**config.mk**
```make
export PLATFORM = sky130hd
export DESIGN_NAME = mem_2_axi4_lite_flat
export DESIGN_NICKNAME = d
export VERILOG_FILES = /design/src/rtl/axi4_lite_pkg.sv /design/src/rtl/axi4_lite_if.sv /design/src/rtl/axi4_lite_m_rd.sv /design/src/rtl/mem_2_axi4_lite.sv /design/src/flat_wrapper.sv
export SDC_FILE = /design/constraint.sdc
export NUM_CORES = 1
export LEC_CHECK = 0
export ABC_AREA = 0
export CORE_MARGIN = 3
export CORE_UTILIZATION = 41
export CTS_CLUSTER_DIAMETER = 60
export DETAILED_ROUTE_END_ITERATION = 12
export PLACE_DENSITY = 0.9
export SYNTH_ARGS = -nofsm -noshare
export SYNTH_HDL_FRONTEND = slang
export SYNTH_SLANG_ARGS = --single-unit
```
**constraint.sdc**
```tcl
create_clock -name clk -period 2 [get_ports clk]
set_clock_uncertainty 0.2 [all_clocks]
set_input_delay 0.2 -clock clk [delete_from_list [all_inputs] [get_ports clk]]
set_output_delay 0.2 -clock clk [all_outputs]
set_load 0.02 [all_outputs]
```
**src/rtl/axi4_lite_pkg.sv**
```systemverilog
// rtl/axi4_lite_pkg.sv - shared AXI4-Lite response codes and bridge FSM state types
package axi4_lite_pkg;

    localparam logic [1:0] OKAY   = 2'b00;
    localparam logic [1:0] EXOKAY = 2'b01;
    localparam logic [1:0] SLVERR = 2'b10;
    localparam logic [1:0] DECERR = 2'b11;

    // Unprivileged, secure, data access for every request this bridge issues.
    localparam logic [2:0] PROT_DEFAULT = 3'b000;

    typedef enum logic [1:0] {
        W_IDLE = 2'd0,
        W_ADDR = 2'd1,
        W_RESP = 2'd2
    } wr_state_e;

    typedef enum logic [1:0] {
        R_IDLE = 2'd0,
        R_ADDR = 2'd1,
        R_DATA = 2'd2
    } rd_state_e;

endpackage

```
**src/rtl/axi4_lite_if.sv**
```systemverilog
// rtl/axi4_lite_if.sv - AXI4-Lite bundle with master and slave views
interface axi4_lite_if #(
    parameter int ALEN = 32,
    parameter int DLEN = 32
);
    localparam int SLEN = DLEN / 8;

    logic [ALEN-1:0] awaddr;
    logic [2:0]      awprot;
    logic            awvalid;
    logic            awready;
    logic [DLEN-1:0] wdata;
    logic [SLEN-1:0] wstrb;
    logic            wvalid;
    logic            wready;
    logic [1:0]      bresp;
    logic            bvalid;
    logic            bready;
    logic [ALEN-1:0] araddr;
    logic [2:0]      arprot;
    logic            arvalid;
    logic            arready;
    logic [DLEN-1:0] rdata;
    logic [1:0]      rresp;
    logic            rvalid;
    logic            rready;

    modport M (
        output awaddr, awprot, awvalid, input awready,
        output wdata, wstrb, wvalid, input wready,
        input bresp, bvalid, output bready,
        output araddr, arprot, arvalid, input arready,
        input rdata, rresp, rvalid, output rready
    );

    modport S (
        input awaddr, awprot, awvalid, output awready,
        input wdata, wstrb, wvalid, output wready,
        output bresp, bvalid, input bready,
        input araddr, arprot, arvalid, output arready,
        output rdata, rresp, rvalid, input rready
    );

endinterface

```
**src/rtl/axi4_lite_m_rd.sv**
```systemverilog
// rtl/axi4_lite_m_rd.sv - read request FSM driving the AXI4-Lite AR and R channels
module axi4_lite_m_rd
    import axi4_lite_pkg::*;
#(
    parameter int MEM_ALEN = 16,
    parameter int DLEN     = 32,
    parameter int AXI_ALEN = 32,
    parameter int ALIGN    = 2
) (
    input  logic                clk,
    input  logic                rst,
    input  logic                req_rvalid,
    output logic                req_rready,
    input  logic [MEM_ALEN-1:0] req_raddr,
    output logic                rsp_rvalid,
    output logic [DLEN-1:0]     rsp_rdata,
    output logic [1:0]          rsp_rresp,
    output logic [AXI_ALEN-1:0] araddr,
    output logic [2:0]          arprot,
    output logic                arvalid,
    input  logic                arready,
    input  logic [DLEN-1:0]     rdata,
    input  logic [1:0]          rresp,
    input  logic                rvalid,
    output logic                rready
);

    rd_state_e           r_state;
    rd_state_e           r_state_nxt;
    logic [AXI_ALEN-1:0] araddr_q;
    logic [DLEN-1:0]     rdata_q;
    logic [1:0]          rresp_q;
    logic                rsp_rvalid_q;
    logic                r_accept;
    logic                r_done;

    assign r_accept = req_rvalid && req_rready;
    assign r_done   = (r_state == R_DATA) && rvalid;

    // State register plus the address latch and captured read response.
    always_ff @(posedge clk) begin
        if (rst) begin
            r_state      <= R_IDLE;
            araddr_q     <= '0;
            rdata_q      <= '0;
            rresp_q      <= OKAY;
            rsp_rvalid_q <= 1'b0;
        end else begin
            r_state      <= r_state_nxt;
            rsp_rvalid_q <= r_done;
            if (r_accept) begin
                araddr_q <= AXI_ALEN'(req_raddr) << ALIGN;
            end
            if (r_done) begin
                rdata_q <= rdata;
                rresp_q <= rresp;
            end
        end
    end

    // Next state: arvalid lives exactly as long as R_ADDR, so the AR handshake ends it.
    always_comb begin
        r_state_nxt = r_state;
        case (r_state)
            R_IDLE:  if (r_accept) r_state_nxt = R_ADDR;
            R_ADDR:  if (arready)  r_state_nxt = R_DATA;
            R_DATA:  if (rvalid)   r_state_nxt = R_IDLE;
            default: r_state_nxt = R_IDLE;
        endcase
    end

    // Outputs decoded from state; the request port is held off while in reset.
    always_comb begin
        req_rready = (r_state == R_IDLE) && !rst;
        arvalid    = (r_state == R_ADDR);
        rready     = (r_state == R_DATA);
        araddr     = araddr_q;
        arprot     = PROT_DEFAULT;
        rsp_rvalid = rsp_rvalid_q;
        rsp_rdata  = rdata_q;
        rsp_rresp  = rresp_q;
    end

endmodule

```
**src/rtl/mem_2_axi4_lite.sv**
```systemverilog
// rtl/mem_2_axi4_lite.sv - memory-style request port to AXI4-Lite master bridge
module mem_2_axi4_lite
    import axi4_lite_pkg::*;
#(
    parameter int MEM_ALEN = 16,
    parameter int DLEN     = 32,
    parameter int SLEN     = DLEN / 8
) (
    input  logic                clk,
    input  logic                rst,
    axi4_lite_if.M              axi,
    input  logic                req_wvalid,
    output logic                req_wready,
    input  logic [MEM_ALEN-1:0] req_waddr,
    input  logic [DLEN-1:0]     req_wdata,
    input  logic [SLEN-1:0]     req_wstrb,
    output logic                rsp_wvalid,
    output logic [1:0]          rsp_wresp,
    input  logic                req_rvalid,
    output logic                req_rready,
    input  logic [MEM_ALEN-1:0] req_raddr,
    output logic                rsp_rvalid,
    output logic [DLEN-1:0]     rsp_rdata,
    output logic [1:0]          rsp_rresp
);

    localparam int ALIGN    = $clog2(SLEN);
    localparam int AXI_ALEN = $bits(axi.awaddr);

    if (AXI_ALEN < MEM_ALEN + ALIGN) begin : g_bad_alen
        $error("axi address bus too narrow for MEM_ALEN word addresses");
    end
    if ($bits(axi.wdata) != DLEN) begin : g_bad_dlen
        $error("axi data width differs from DLEN");
    end

    wr_state_e           w_state;
    wr_state_e           w_state_nxt;
    logic                aw_pend;
    logic                aw_pend_nxt;
    logic                w_pend;
    logic                w_pend_nxt;
    logic [AXI_ALEN-1:0] awaddr_q;
    logic [DLEN-1:0]     wdata_q;
    logic [SLEN-1:0]     wstrb_q;
    logic [1:0]          wresp_q;
    logic                rsp_wvalid_q;
    logic                w_accept;
    logic                w_done;

    assign w_accept = req_wvalid && req_wready;
    assign w_done   = (w_state == W_RESP) && axi.bvalid;

    // State register, per-channel pending flags, payload latch and captured bresp.
    always_ff @(posedge clk) begin
        if (rst) begin
            w_state      <= W_IDLE;
            aw_pend      <= 1'b0;
            w_pend       <= 1'b0;
            awaddr_q     <= '0;
            wdata_q      <= '0;
            wstrb_q      <= '0;
            wresp_q      <= OKAY;
            rsp_wvalid_q <= 1'b0;
        end else begin
            w_state      <= w_state_nxt;
            aw_pend      <= aw_pend_nxt;
            w_pend       <= w_pend_nxt;
            rsp_wvalid_q <= w_done;
            if (w_accept) begin
                awaddr_q <= AXI_ALEN'(req_waddr) << ALIGN;
                wdata_q  <= req_wdata;
                wstrb_q  <= req_wstrb;
            end
            if (w_done) begin
                wresp_q <= axi.bresp;
            end
        end
    end

    // Next state: AW and W retire independently; W_RESP is entered once neither is pending.
    always_comb begin
        w_state_nxt = w_state;
        aw_pend_nxt = aw_pend;
        w_pend_nxt  = w_pend;
        case (w_state)
            W_IDLE: begin
                if (w_accept) begin
                    w_state_nxt = W_ADDR;
                    aw_pend_nxt = 1'b1;
                    w_pend_nxt  = 1'b1;
                end
            end
            W_ADDR: begin
                if (aw_pend && axi.awready) aw_pend_nxt = 1'b0;
                if (w_pend && axi.wready)   w_pend_nxt  = 1'b0;
                if (!aw_pend_nxt && !w_pend_nxt) w_state_nxt = W_RESP;
            end
            W_RESP: begin
                if (axi.bvalid) w_state_nxt = W_IDLE;
            end
            default: w_state_nxt = W_IDLE;
        endcase
    end

    // Write-side outputs; valids come straight from the pending flags.
    always_comb begin
        req_wready = (w_state == W_IDLE) && !rst;
        axi.awvalid = aw_pend;
        axi.awaddr  = awaddr_q;
        axi.awprot  = PROT_DEFAULT;
        axi.wvalid  = w_pend;
        axi.wdata   = wdata_q;
        axi.wstrb   = wstrb_q;
        axi.bready  = (w_state == W_RESP);
        rsp_wvalid  = rsp_wvalid_q;
        rsp_wresp   = wresp_q;
    end

    axi4_lite_m_rd #(
        .MEM_ALEN (MEM_ALEN),
        .DLEN     (DLEN),
        .AXI_ALEN (AXI_ALEN),
        .ALIGN    (ALIGN)
    ) u_rd (
        .clk        (clk),
        .rst        (rst),
        .req_rvalid (req_rvalid),
        .req_rready (req_rready),
        .req_raddr  (req_raddr),
        .rsp_rvalid (rsp_rvalid),
        .rsp_rdata  (rsp_rdata),
        .rsp_rresp  (rsp_rresp),
        .araddr     (axi.araddr),
        .arprot     (axi.arprot),
        .arvalid    (axi.arvalid),
        .arready    (axi.arready),
        .rdata      (axi.rdata),
        .rresp      (axi.rresp),
        .rvalid     (axi.rvalid),
        .rready     (axi.rready)
    );

endmodule

```
**src/flat_wrapper.sv**
```systemverilog
// flat-port wrapper written by rule: the top's interface ports become plain ports
module mem_2_axi4_lite_flat import axi4_lite_pkg::*;
#(
    parameter int MEM_ALEN = 16,
    parameter int DLEN     = 32,
    parameter int SLEN     = DLEN / 8
)
  (clk, rst, req_wvalid, req_wready, req_waddr, req_wdata, req_wstrb, rsp_wvalid, rsp_wresp, req_rvalid, req_rready, req_raddr, rsp_rvalid, rsp_rdata, rsp_rresp, axi_awaddr, axi_awprot, axi_awvalid, axi_awready, axi_wdata, axi_wstrb, axi_wvalid, axi_wready, axi_bresp, axi_bvalid, axi_bready, axi_araddr, axi_arprot, axi_arvalid, axi_arready, axi_rdata, axi_rresp, axi_rvalid, axi_rready);
  axi4_lite_if #(.ALEN(32), .DLEN(DLEN)) axi_i ();
  input  logic clk;
  input  logic rst;
  input  logic req_wvalid;
  output logic req_wready;
  input  logic [MEM_ALEN-1:0] req_waddr;
  input  logic [DLEN-1:0] req_wdata;
  input  logic [SLEN-1:0] req_wstrb;
  output logic rsp_wvalid;
  output logic [1:0] rsp_wresp;
  input  logic req_rvalid;
  output logic req_rready;
  input  logic [MEM_ALEN-1:0] req_raddr;
  output logic rsp_rvalid;
  output logic [DLEN-1:0] rsp_rdata;
  output logic [1:0] rsp_rresp;
  output wire logic [$bits(axi_i.awaddr)-1:0] axi_awaddr;
  output wire logic [$bits(axi_i.awprot)-1:0] axi_awprot;
  output wire logic [$bits(axi_i.awvalid)-1:0] axi_awvalid;
  input wire logic [$bits(axi_i.awready)-1:0] axi_awready;
  output wire logic [$bits(axi_i.wdata)-1:0] axi_wdata;
  output wire logic [$bits(axi_i.wstrb)-1:0] axi_wstrb;
  output wire logic [$bits(axi_i.wvalid)-1:0] axi_wvalid;
  input wire logic [$bits(axi_i.wready)-1:0] axi_wready;
  input wire logic [$bits(axi_i.bresp)-1:0] axi_bresp;
  input wire logic [$bits(axi_i.bvalid)-1:0] axi_bvalid;
  output wire logic [$bits(axi_i.bready)-1:0] axi_bready;
  output wire logic [$bits(axi_i.araddr)-1:0] axi_araddr;
  output wire logic [$bits(axi_i.arprot)-1:0] axi_arprot;
  output wire logic [$bits(axi_i.arvalid)-1:0] axi_arvalid;
  input wire logic [$bits(axi_i.arready)-1:0] axi_arready;
  input wire logic [$bits(axi_i.rdata)-1:0] axi_rdata;
  input wire logic [$bits(axi_i.rresp)-1:0] axi_rresp;
  input wire logic [$bits(axi_i.rvalid)-1:0] axi_rvalid;
  output wire logic [$bits(axi_i.rready)-1:0] axi_rready;
  assign axi_awaddr = axi_i.awaddr;
  assign axi_awprot = axi_i.awprot;
  assign axi_awvalid = axi_i.awvalid;
  assign axi_i.awready = axi_awready;
  assign axi_wdata = axi_i.wdata;
  assign axi_wstrb = axi_i.wstrb;
  assign axi_wvalid = axi_i.wvalid;
  assign axi_i.wready = axi_wready;
  assign axi_i.bresp = axi_bresp;
  assign axi_i.bvalid = axi_bvalid;
  assign axi_bready = axi_i.bready;
  assign axi_araddr = axi_i.araddr;
  assign axi_arprot = axi_i.arprot;
  assign axi_arvalid = axi_i.arvalid;
  assign axi_i.arready = axi_arready;
  assign axi_i.rdata = axi_rdata;
  assign axi_i.rresp = axi_rresp;
  assign axi_i.rvalid = axi_rvalid;
  assign axi_rready = axi_i.rready;
  mem_2_axi4_lite #(.MEM_ALEN(MEM_ALEN), .DLEN(DLEN), .SLEN(SLEN)) u_core (.clk(clk), .rst(rst), .axi(axi_i), .req_wvalid(req_wvalid), .req_wready(req_wready), .req_waddr(req_waddr), .req_wdata(req_wdata), .req_wstrb(req_wstrb), .rsp_wvalid(rsp_wvalid), .rsp_wresp(rsp_wresp), .req_rvalid(req_rvalid), .req_rready(req_rready), .req_raddr(req_raddr), .rsp_rvalid(rsp_rvalid), .rsp_rdata(rsp_rdata), .rsp_rresp(rsp_rresp));
endmodule
```
# [Yosys cells after proc, flatten, opt, wreduce, memory -nomap -nowiden]
# Index checks and enable logic that the tools add are counted.
[classes] reduce_logical=18 eq_ne=10 n_mux=15
[ops] operator="$mux 2" count=6
[ops] operator="$pmux 2 s3" count=2
[ops] operator="$logic_and 1x1->1" count=9
[ops] operator="$ne 2x1->1 const B" count=3
[ops] operator="$ne 2x2->1 const B" count=3
[ops] operator="$reduce_and 3->1" count=2
[ops] operator="$mux 1" count=5
[ops] operator="$eq 2x1->1 const B" count=2
[ops] operator="$eq 2x2->1 const B" count=2
[ops] operator="$logic_not 2->1" count=2
[ops] operator="$pmux 1 s2" count=2
[ops] operator="$logic_not 1->1" count=3
[ops] operator="$reduce_and 2->1" count=1
[ops] operator="$reduce_bool 2->1" count=1
[word_totals] in_bits=113 register_bits=112

# [Depth between registers and ports, before layout]
# Gate-level depths: netlist of run 1.
[depth] word_depth=7 ltp_mapped=5 depth_no_buf=2

# [Cells and area by module]
# From an unflattened synthesis of run 1, not the netlist that was laid out.
[unflattened] hier_cells=534 area_unflattened_um2=4850.9
[by_module_without_submodules] module="axi4_lite_m_rd" cells_per_inst=252 area_each_um2=2556.2 seq_area_each_um2=1061.0 n_inst=1
[by_module_without_submodules] module="mem_2_axi4_lite" cells_per_inst=282 area_each_um2=2294.7 seq_area_each_um2=1181.1 n_inst=1

# [Least setup slack after synthesis of run 1]
# OpenSTA, ideal clock, no wires.
[synth_path] path_kind="register to register" startpoint="register u_core.u_rd.r_state[0]" endpoint="register u_core.u_rd.araddr_q[10] (netlist: u_core.u_rd.araddr[10])" stages_incl_launch_ff=5 setup_ns=0.121 slack_ns=0.229 t_arrival_ns=1.450 n_path_buf=2 path_cell_list="dfxtp_1 or4b_1 buf_4 buf_8 mux2_4"
[synth_between] elab_chain_cells=3
[synth_rtl] element="start, declared" line_no="axi4_lite_m_rd.sv:28" source="rd_state_e r_state;"
[synth_rtl] element="start signal, assigned" line_no="axi4_lite_m_rd.sv:49" source="r_state <= r_state_nxt;"
[synth_rtl] element="$logic_not 2->1" line_no="axi4_lite_m_rd.sv:74" source="req_rready = (r_state == R_IDLE) && !rst;"
[synth_rtl] element="$logic_and 1x1->1" line_no="axi4_lite_m_rd.sv:74"
[synth_rtl] element="$logic_and 1x1->1" line_no="axi4_lite_m_rd.sv:37" source="assign r_accept = req_rvalid && req_rready;"
[synth_rtl] element="end signal, assigned" line_no="axi4_lite_m_rd.sv:52" source="araddr_q <= AXI_ALEN'(req_raddr) << ALIGN;"
[synth_rtl] element="end, declared" line_no="axi4_lite_m_rd.sv:30" source="logic [AXI_ALEN-1:0] araddr_q;"
# No other way between the ends.
# A chain may end at the register's enable or synchronous reset.

# [Worst setup path in the final report of run 1]
[layout_path] startpoint="register u_core.w_pend (netlist: u_core.axi.wvalid)" endpoint="output axi_wvalid"
[layout_rtl] element="start, declared" line_no="mem_2_axi4_lite.sv:41" source="logic w_pend;"
[layout_rtl] element="start signal, assigned" line_no="mem_2_axi4_lite.sv:68" source="w_pend <= w_pend_nxt;"
[layout_rtl] element="end, declared" line_no="flat_wrapper.sv:31" source="output wire logic [$bits(axi_i.wvalid)-1:0] axi_wvalid;"
# No word-level cell between the ends.

==> results of run 1 <==
layer usage:
layer / up-vias / GRT usage, % / wire, um
met5: - / 0 / 0
met2: 161 / 30.84 / 6600
li1: 1850 / - / -
met4: 0 / 5.286 / 296
met3: 25 / 6.885 / 954
met1: 1750 / 19.64 / 5008
cell type report:
| class | count | area, um^2 |
|---|---|---|
| clock buffers | 9 | 225.2 |
| clock inverters | 7 | 77.57 |
| fillers | 963 | 4502 |
| inverters | 3 | 11.26 |
| multi-input cells | 313 | 2625 |
| flip-flops and latches | 112 | 2242 |
| well taps | 168 | 210.2 |
| repair buffers | 237 | 2369 |
cell usage in the layout (no fill, tap or decap), types with 3 or more instances in the layout:
cell type,instances
sky130_fd_sc_hd__clkdlybuf4s50_1,219
sky130_fd_sc_hd__dfxtp_1,112
sky130_fd_sc_hd__nand2b_1,73
sky130_fd_sc_hd__nor2b_1,67
sky130_fd_sc_hd__mux2_4,60
sky130_fd_sc_hd__conb_1,38
sky130_fd_sc_hd__mux2i_1,36
sky130_fd_sc_hd__and2b_2,10
sky130_fd_sc_hd__buf_4,10
sky130_fd_sc_hd__clkbuf_16,9
sky130_fd_sc_hd__mux2_2,8
sky130_fd_sc_hd__and3b_1,3
sky130_fd_sc_hd__inv_1,3
sky130_fd_sc_hd__a2111oi_0,3
sky130_fd_sc_hd__inv_6,3
sky130_fd_sc_hd__dlygate4sd2_1,3
synthesized netlist by cell type:
library cell	n	area share (%)
sky130_fd_sc_hd__buf_6	2	0.43
sky130_fd_sc_hd__inv_1	3	0.21
sky130_fd_sc_hd__or4b_2	1	0.19
sky130_fd_sc_hd__a21oi_1	1	0.095
sky130_fd_sc_hd__o311a_1	1	0.19
sky130_fd_sc_hd__nor2_1	2	0.14
sky130_fd_sc_hd__conb_1	1	0.071
sky130_fd_sc_hd__nor3_1	2	0.19
sky130_fd_sc_hd__buf_8	1	0.29
sky130_fd_sc_hd__and3b_2	1	0.19
sky130_fd_sc_hd__buf_12	5	1.9
sky130_fd_sc_hd__o31ai_1	1	0.14
sky130_fd_sc_hd__a2111oi_0	3	0.50
sky130_fd_sc_hd__clkbuf_1	17	1.2
sky130_fd_sc_hd__or4b_1	1	0.19
sky130_fd_sc_hd__nand3b_1	1	0.14
sky130_fd_sc_hd__buf_2	4	0.38
sky130_fd_sc_hd__mux2_2	8	1.7
sky130_fd_sc_hd__dfxtp_1	112	43
sky130_fd_sc_hd__or4b_4	1	0.26
sky130_fd_sc_hd__nor2b_1	67	8.0
sky130_fd_sc_hd__mux2_4	60	17
sky130_fd_sc_hd__buf_4	39	5.6
sky130_fd_sc_hd__mux2i_1	36	6.9
sky130_fd_sc_hd__or2_2	1	0.12
sky130_fd_sc_hd__nand2b_1	73	8.7
sky130_fd_sc_hd__or3b_2	2	0.33
sky130_fd_sc_hd__and3b_1	3	0.50
sky130_fd_sc_hd__and2b_2	10	1.7
timing repair:
action / 4_1_cts / 5_1_grt
endpoints found under the hold margin: 1 / 0
hold buffers: 1 / 0
resized for setup: 3 / 2
gates cloned: 0 / 0
endpoints found under the setup margin: 3 / 2
through the flow:
| step | TNS, ns | setup WS [ns] | hold WS (ns) | std cells | cell area [um^2] |
|---|---|---|---|---|---|
| after detailed placement | -4.540 | -0.1037 | 0.2606 | 832 | 7446 |
| after global placement | -1.970 | -0.04271 | 0.2583 | 832 | 7446 |
| after floorplan | 0 | 0.2290 | 0.1179 | 496 | 5393 |
| final | 0 | 0.2291 | 0.02795 | 849 | 7760 |
| after global routing | 0 | 0.1318 | 0.05637 | 849 | 7760 |
| after CTS | 0 | 0.008523 | 0.02188 | 849 | 7755 |
sequential cells by signal (all words and copies together), names as in the netlist:
register / cells
u_core.u_rd.r_state: 2
u_core.axi.wvalid: 1
u_core.u_rd.rsp_rvalid: 1
u_core.axi.awaddr: 16
u_core.axi.awvalid: 1
u_core.w_state: 2
u_core.axi.wstrb: 4
u_core.u_rd.rsp_rresp: 2
u_core.u_rd.rsp_rdata: 32
u_core.rsp_wresp: 2
u_core.axi.wdata: 32
u_core.u_rd.araddr: 16
u_core.rsp_wvalid: 1
worst paths after layout:
check / end / cells after the start / slack [ns] / start
max: axi_wvalid / 1 / 0.23 / u_core.axi.wvalid
min reg2reg: u_core.u_rd.rsp_rresp[1] / 2 / 0.27 / u_core.u_rd.rsp_rresp[1]
max reg2reg: u_core.axi.wdata[23] / 3 / 0.25 / u_core.w_state[0]
min: u_core.axi.wvalid / 2 / 0.03 / rst
kinds of logic after synthesis:
family	after synthesis
AOI/OAI and AO/OA	6
other	1
buffers and inverters	71
muxes	104
DFF	112
and+or+nand+nor	165
power by group through the flow:
stage / clock network, W / logic, W / registers [W]
2_1_floorplan: 0 / 0.000609 / 0.00268
3_3_place_gp: 0 / 0.00127 / 0.00251
3_5_place_dp: 0 / 0.00130 / 0.00251
4_1_cts: 0.00190 / 0.00131 / 0.00247
5_1_grt: 0.00198 / 0.00137 / 0.00248
6_report: 0.00183 / 0.00130 / 0.00247
==> summary.md, run 1 <==
The first global-routing pass estimated 20.15 mm of wire. A synthesized cell averages 11.45 um^2. The post-route netlist has 16.45% of its cells at a drive strength greater than 1.

Global routing finished with a remaining overflow of 0. The critical path is of the reg2out type. The flow ran to the end, and the final reports show no timing, DRC or antenna violations. By area, the combinational part of the netlist is dominated by multiplexers. Counting flops and latches in the post-synthesis netlist gives 112. The number of global-route vias before repair is 4022, and the portion of the post-synthesis area used by sequential elements is 42.68%.

Of all nets on the critical path, the largest fanout is 4. The run gives 112 as the clock sink count. The tools report the number of nets with antenna violations after routing as 0.

The run gives 64.90% as the headroom to the max-slew limit. Logic gate share of total power: 23.2%. The type of element capturing the critical path is an output pin. The initial utilization of the core area, before any placement, comes to 42.85%. Using the TritonRoute via totals, the vias-per-cell ratio works out to 4.459. The buffer depth of the longest clock path came out at 2. Buffers inserted during clock tree synthesis total 9. Setup repair after global routing left no endpoint under its margin. The critical path launch point type is a flop. The number of buffer cells added on primary ports is 225, and the placement row count is 40.

The logs give 0 for the count of antenna diodes in the layout and 0 for the max-slew violation total from the final report. In the global route stage, overall resource usage came out at 17.60%. The power per unit of standard cell area is 720.8 mW/mm^2, and the die boundary height is 119.2 um. The worst path needs 1.771 ns of the cycle, external delays included.

For this run, design rule violations remaining after detail routing come to 0. Net switching is 26.36% of the power. The number of detailed-routing iterations run before antenna repair is 4, and the multiplexer fraction of the synthesized cell area is 25.72%. The number of antenna violations at the first check in global routing was 0.

Total design power: 0.005594 W. The tightest min-delay check is of the in2reg type. The compound-gate portion of the synthesized area was 0.9288%. The largest single stage delay on the critical path is 0.65 ns. The tools report the final estimated routing congestion in global placement as 0.7192.

264 I/O pins were placed. Cell internal power was estimated by the tool at 0.004119 W. Static timing analysis puts the maximum clock frequency at 0.5647 GHz. The tools report the largest net degree at the start of global routing as 66. The run gives 0.005254 mm^2 as the area of the mapped netlist. Traced cell by cell, the critical path runs through clkdlybuf4s50_1. After Yosys synthesis, XOR and XNOR cells account for 0% of the synthesized area. The iteration-0 DRC count of the detailed router is 158. The final critical-path share of the clock period was 88.55%; the total routed wirelength was 12.86 mm. Max-cap violations in this run came to 0. The worst-path cell with the longest stage delay was sky130_fd_sc_hd__clkdlybuf4s50_1.

Registers are responsible for 44.1% of the overall power. After legalization and detailed placement, the total HPWL measured 9.662 mm. The buffer and inverter count on the worst path is 1, and the post-synthesis cell count is 459. At the worst endpoint, the arrival time is 1.37 ns.

The peak supply drop is 659.6 uV. For the die footprint, the log shows 0.01421 mm^2. TritonCTS built the clock tree.

The analysis attributes to cell leakage a power of 3.214 nW. The H-tree depth was 3; the total setup violations reported at the end of the flow was 0. The critical path data required time was 1.60 ns; the average routed wire per standard cell was 15.15 um. The logs give 0 for the final number of hold-violating endpoints and 0.34 ns for the latest clock arrival within the worst-skew pair. Clock-pin slew was measured on the worst setup and hold paths at 0.07 ns.

After Yosys synthesis, and, or, nand and nor cells account for 20.60% of the synthesized area. The area of the placeable core is 0.01226 mm^2. Among cell families on the critical path, the largest total delay comes from buffers and inverters.

The adder-cell share of the synthesized area is 0%. The post-synthesis to final-layout area growth was 47.70%. Clock tree synthesis selected as its root buffer the cell sky130_fd_sc_hd__clkbuf_16. Post-CTS timing repair inserted 0 buffers for setup. The die is 119.2 um wide.

Measured on the finished design, the core utilization comes to 63.29%. The synthesized netlist contains 29 unique library cells. The clock network accounts for 32.7% of the total power. The final layout contains 789 nets. The slew at the pin closest to its max-slew limit is 0.5264 ns, and the number of synthesis warnings is 0.

Summed over all nets, the switching power comes to 0.001475 W. The final route contains 3786 vias.
No activity file was read; power rests on OpenSTA's default activity.
==> run 2, diff against run 1 <==
--- a/config.mk
+++ b/config.mk
@@ -8,7 +8,6 @@
 export ABC_AREA = 0
 export CORE_MARGIN = 3
 export CORE_UTILIZATION = 41
-export CTS_CLUSTER_DIAMETER = 60
 export DETAILED_ROUTE_END_ITERATION = 12
 export PLACE_DENSITY = 0.9
 export SYNTH_ARGS = -nofsm -noshare
==> results of run 2 <==
No change in the layout: final DEF, timing and power equal those of run 1.
==> patch 1: new RTL, flow settings as in run 1 <==
Encoding of `rd_state_e`: now one-hot (3 bits for 3 states).
--- a/src/rtl/axi4_lite_pkg.sv
+++ b/src/rtl/axi4_lite_pkg.sv
@@ -16,8 +16,8 @@
     } wr_state_e;
 
-    typedef enum logic [1:0] {
-        R_IDLE = 2'd0,
-        R_ADDR = 2'd1,
-        R_DATA = 2'd2
+    typedef enum logic [2:0] {
+        R_IDLE = 3'b001,
+        R_ADDR = 3'b010,
+        R_DATA = 3'b100
     } rd_state_e;
 
Formal check against the unedited RTL: same outputs for any inputs over 4 cycles, from zero or initial values and one cycle with rst high; so few cycles prove little.
==> patch 1 against run 1 <==
- sequential cell count up 1
- worst setup slack worse by 0.16 ns
- wire length up 0.62%
- synthesized cell count up 10%
- area after synthesis down 16%
- final area down 7.3%
- power up 17%
- highest routed layer unchanged
==> patch 1: results (changes against run 1) <==
metric;value;unit;change
status;complete, no violations;;unchanged
slowest_delay;0.53;ns;was 0.65 ns
crit_end;req_rready;;was axi_wvalid
insertion_delay;0.50;ns;was 0.34 ns
cts_root_buf;clkbuf_8;;was clkbuf_16
cts_buffers;17;;was 9
syn_avg_cell_area;8.786;um2;was 11.45 um2
stdcell_count;870;;was 849
r2r-end;u_core.u_rd.araddr[10];;was u_core.axi.wdata[23]
grt_pass1_wl;19220;um;was 20150 um
worstReg2RegStart;u_core.u_rd.r_state[1];;was u_core.w_state[0]
leakage;2.684;nW;was 3.214 nW
drive_above_1_share;6.812;%;was 16.45%
post-route-period-util;96.52;%;was 88.55%
placed_cells;837;;was 832
fill_cells;744;;was 963
dp_hpwl;9100;um;was 9662 um
min_path_cells;3;;was 2
ys_types;32;;was 29
ir_worst_vdd;0.0005829;V;was 0.0006596 V
critPathMaxFanout;8;;was 4
first_pass_iters;5;;was 4
crit_start;rst;;was u_core.axi.wvalid
routed_wl;12940;um;was 12860 um
worst_ep_arrival_time;1.53;ns;was 1.37 ns
slew-limit-headroom;48.75;%;was 64.90%
htreeDepth;4;;was 3
nets;834;;was 789
ys_top_cells_by_area;dfxtp_1 51%, nand2_1 10%, buf_4 7.4%;;was dfxtp_1 43%, mux2_4 17%, nand2b_1 8.7%
post-place-ws;0.002500;ns;was -0.1037 ns
synth_seq_area_share;50.99;%;was 42.68%
grt_usage;20.43;%;was 17.60%
routabilityCongestion;0.7315;;was 0.7192
slowest_stage;dlygate4sd3_1;;was clkdlybuf4s50_1
-- patch 1: cell types whose count changed after synthesis, moves of 6 or more --
cell | run 1 | this run
a21oi_1 | 1 | 36
a22o_1 | 0 | 17
and2b_2 | 10 | 0
buf_2 | 4 | 10
clkbuf_1 | 17 | 10
mux2_2 | 8 | 0
mux2_4 | 60 | 0
mux2i_1 | 36 | 2
nand2_1 | 0 | 121
nand2b_1 | 73 | 52
nor2b_1 | 67 | 2
o21ai_0 | 0 | 44
o21ai_1 | 0 | 11
-- patch 1: worst min-delay path by stage --
stage                                    from                         to  slack (ns)
detailed placement  u_core.u_rd.rsp_rdata[31]  u_core.u_rd.rsp_rdata[31]        0.25
global placement     u_core.u_rd.rsp_rdata[1]   u_core.u_rd.rsp_rdata[1]        0.24
global route                     req_wdata[0]        u_core.axi.wdata[0]        0.04
finish                           req_waddr[8]      u_core.axi.awaddr[10]        0.04
CTS                              req_waddr[8]      u_core.axi.awaddr[10]        0.01
floorplan                        req_waddr[9]      u_core.axi.awaddr[11]        0.11
-- patch 1: area by class of cell --
class | instances | area, um2 | share of cell area [%]
multi-input combinational | 352 | 1798 | 24.98
sequential | 113 | 2268 | 31.52
tap | 136 | 170.2 | 2.364
timing repair buffer | 233 | 2336 | 32.46
inverter | 4 | 15.01 | 0.2086
clock inverter | 11 | 160.2 | 2.225
clock buffer | 21 | 449.2 | 6.241
-- patch 1: metal layers --
layer	global-route usage, %	wire, um	vias to the layer above
li1	-	-	2019
met1	21.75	4731	1896
met2	34.84	6390	221
met3	8.212	1449	32
met4	10.33	369	0
met5	0	0	-
-- patch 1: kinds of logic (layout without fill, tap and decap cells) --
family | after synthesis | in the layout | share of synthesized area, %
AO/OA/AOI/OAI | 116 | 116 | 15.23
buffers and inverters | 77 | 269 | 11.73
flip-flops | 113 | 113 | 50.99
multiplexers | 2 | 2 | 0.4512
other | 1 | 38 | 0.08452
AND/OR/NAND/NOR | 196 | 196 | 21.52
-- patch 1: repair_timing --
item	CTS	global route
resized for setup	14	3
buffers inserted	0	0
endpoints found under the hold margin	2	0
setup endpoints to repair	5	3
hold buffers	1	0
-- patch 1: where the power goes --
group	internal (mW)	switching [mW]	total (mW)
Combinational	0.506	0.474	0.980
Sequential	2.39	0.0850	2.47
Clock	2.08	1.00	3.08
-- patch 1: metrics by stage --
step	total power, mW	area (um2)
finish	6.530	7197
detailed placement	3.492	6565
global placement	3.460	6565
CTS	6.579	7192
floorplan	3.023	4576
global route	6.752	7197
-- patch 1: worst min-delay path, stage by stage --
cell and delay, ns:
clkdlybuf4s50_1 0.39, nand2_1 0.05, o21ai_1 0.05
==> patch 2: new RTL, config.mk and constraints of run 1 <==
Made on the original files. `MEM_ALEN` is set to 16 in 3 places; all go to 15.
--- a/src/rtl/axi4_lite_m_rd.sv
+++ b/src/rtl/axi4_lite_m_rd.sv
@@ -3,5 +3,5 @@
     import axi4_lite_pkg::*;
 #(
-    parameter int MEM_ALEN = 16,
+    parameter int MEM_ALEN = 15,
     parameter int DLEN     = 32,
     parameter int AXI_ALEN = 32,
--- a/src/rtl/mem_2_axi4_lite.sv
+++ b/src/rtl/mem_2_axi4_lite.sv
@@ -3,5 +3,5 @@
     import axi4_lite_pkg::*;
 #(
-    parameter int MEM_ALEN = 16,
+    parameter int MEM_ALEN = 15,
     parameter int DLEN     = 32,
     parameter int SLEN     = DLEN / 8
--- a/src/flat_wrapper.sv
+++ b/src/flat_wrapper.sv
@@ -2,5 +2,5 @@
 module mem_2_axi4_lite_flat import axi4_lite_pkg::*;
 #(
-    parameter int MEM_ALEN = 16,
+    parameter int MEM_ALEN = 15,
     parameter int DLEN     = 32,
     parameter int SLEN     = DLEN / 8
Ports: changed (resized req_raddr and req_waddr); port bits go from 264 to 262. The function was not compared with the original's and may differ.
==> patch 2 against run 1 <==
- power fell by 2.3%
- worst setup slack got worse by 0.15 ns
- first-iteration DRC count is 15% lower
- wire length shrank 2.7%
- cell count fell by 1.2%
- global-route usage rose by 0.26 points
- critical path depth is 1 higher
- sequential cell count down 2
- final area fell by 2.1%
- area after synthesis down 1.9%
- largest cell class unchanged
- highest routed layer unchanged
==> patch 2: results (changes against run 1) <==
metric;value;unit;change
status;complete, no violations;;unchanged
cts_root_buf;clkbuf_16;;unchanged
cts_buffers;9;;unchanged
post-place-ws;-0.07364;ns;was -0.1037 ns
clk_pin_slew;0.07;ns;about the same
crit_family;buffers and inverters;;unchanged
drtAntennaViolNets;0;;unchanged
first_pass_iters;4;;unchanged
drive_above_1_share;14.75;%;was 16.45%
htreeDepth;3;;unchanged
grt_usage;17.87;%;was 17.60%
ys_types;27;;was 29
worst_ep_arrival_time;1.52;ns;was 1.37 ns
nets;777;;was 789
synthTopCellsByCount;110 x dfxtp_1, 75 x nor2b_1, 73 x nand2b_1;;was 112 x dfxtp_1, 73 x nand2b_1, 67 x nor2b_1
grt.met1_usage;19.97;%;was 19.64%
first_iter_violations;135;;was 158
synth_compound_area_share;0.9468;%;was 0.9288%
leakage;3.085;nW;was 3.214 nW
vias;3743;;was 3786
fill_cells;961;;was 963
routed_wl;12510;um;was 12860 um
met2_usage;30.76;%;was 30.84%
slowest_stage;clkdlybuf4s50_1;;unchanged
ys_top_cells_by_area;dfxtp_1 43%, mux2_4 17%, nor2b_1 9.1%;;was dfxtp_1 43%, mux2_4 17%, nand2b_1 8.7%
ys_warn_count;0;;unchanged
sw_frac_of_total;26.08;%;was 26.36%
ir_worst_vdd;0.0004755;V;was 0.0006596 V
use_met3;5.622;%;was 6.885%
synth_xor_area_share;0;%;unchanged
antenna_found_initial;0;;unchanged
dp_hpwl;9429;um;was 9662 um
place.port_buffers;221;;was 225
routabilityCongestion;0.7377;;was 0.7192
grt_pass1_vias;3999;;was 4022
grt_max_degree;57;;was 66
synth_seq_area_share;42.73;%;was 42.68%
synthAdderAreaFrac;0;%;unchanged
antennaDiodeCount;0;;unchanged
insertion_delay;0.34;ns;about the same
hold_class;input pin to flip-flop;;unchanged
async_flop_share;0;%;unchanged
critPathMaxFanout;9;;was 4
synth.area.mux_share;25.78;%;was 25.72%
clock.fmax;521.1;MHz;was 564.7 MHz
slew-limit-headroom;60.16;%;was 64.90%
grt_pass1_wl;20180;um;was 20150 um
clockBufferDepth;2;;unchanged
slowest_delay;0.63;ns;was 0.65 ns
-- patch 2: repair_timing --
| item | in CTS | in global routing |
|---|---|---|
| resized for setup | 2 | 2 |
| hold endpoints to repair | 2 | 0 |
| hold buffers | 1 | 0 |
| setup buffers | 0 | 0 |
| pin swaps | 0 | 0 |
| endpoints found under the setup margin | 2 | 3 |
-- patch 2: power by group through the flow --
| stage | registers [mW] | clock network [mW] | logic [mW] |
|---|---|---|---|
| floorplan | 2.63 | 0 | 0.603 |
| global placement | 2.46 | 0 | 1.25 |
| detailed placement | 2.46 | 0 | 1.28 |
| CTS | 2.42 | 1.81 | 1.29 |
| global route | 2.44 | 1.89 | 1.35 |
| finish | 2.42 | 1.77 | 1.28 |
-- patch 2: cells by family (layout without fill, tap and decap cells) --
group / Yosys count / in the layout
flip-flops: 110 / 110
AO/OA/AOI/OAI: 6 / 6
buffers and inverters: 72 / 250
multiplexers: 102 / 102
other: 1 / 40
AND/OR/NAND/NOR: 163 / 163
-- patch 2: per-layer routing --
layer  wire length (um)  part of all wire, %
met5                  0                    0
met4                405                  3.2
met3               1026                  8.2
met2               6133                   49
met1               4945                   40
-- patch 2: final cells by class --
cell class              instances  area share, %
flip-flops and latches        110          29.01
clock inverters                 6         0.8232
repair buffers                231          30.39
well taps                     168          2.766
inverters                       3         0.1482
multi-input cells             311          33.85
clock buffers                  10          3.013
-- patch 2: tightest hold or removal path: stages --
cell	delay, ns
buf_4	0.20
nor2_1	0.07
o311a_1	0.09
-- patch 2: path summary, 6_finish.rpt --
path                           from               endpoint  slack, ns  depth (start not counted)
max          u_core.u_rd.r_state[0]             req_rready       0.08                          2
max reg2reg       u_core.w_state[0]  u_core.axi.awaddr[15]       0.19                          3
min                             rst      u_core.w_state[0]       0.07                          3
min reg2reg     u_core.rsp_wresp[1]    u_core.rsp_wresp[1]       0.27                          2
-- patch 2: stage by stage --
step                      area [um2]  cells
after global routing            7600    839
after CTS                       7597    839
after global placement          7298    822
final                           7600    839
after detailed placement        7298    822
after floorplan                 5300    493
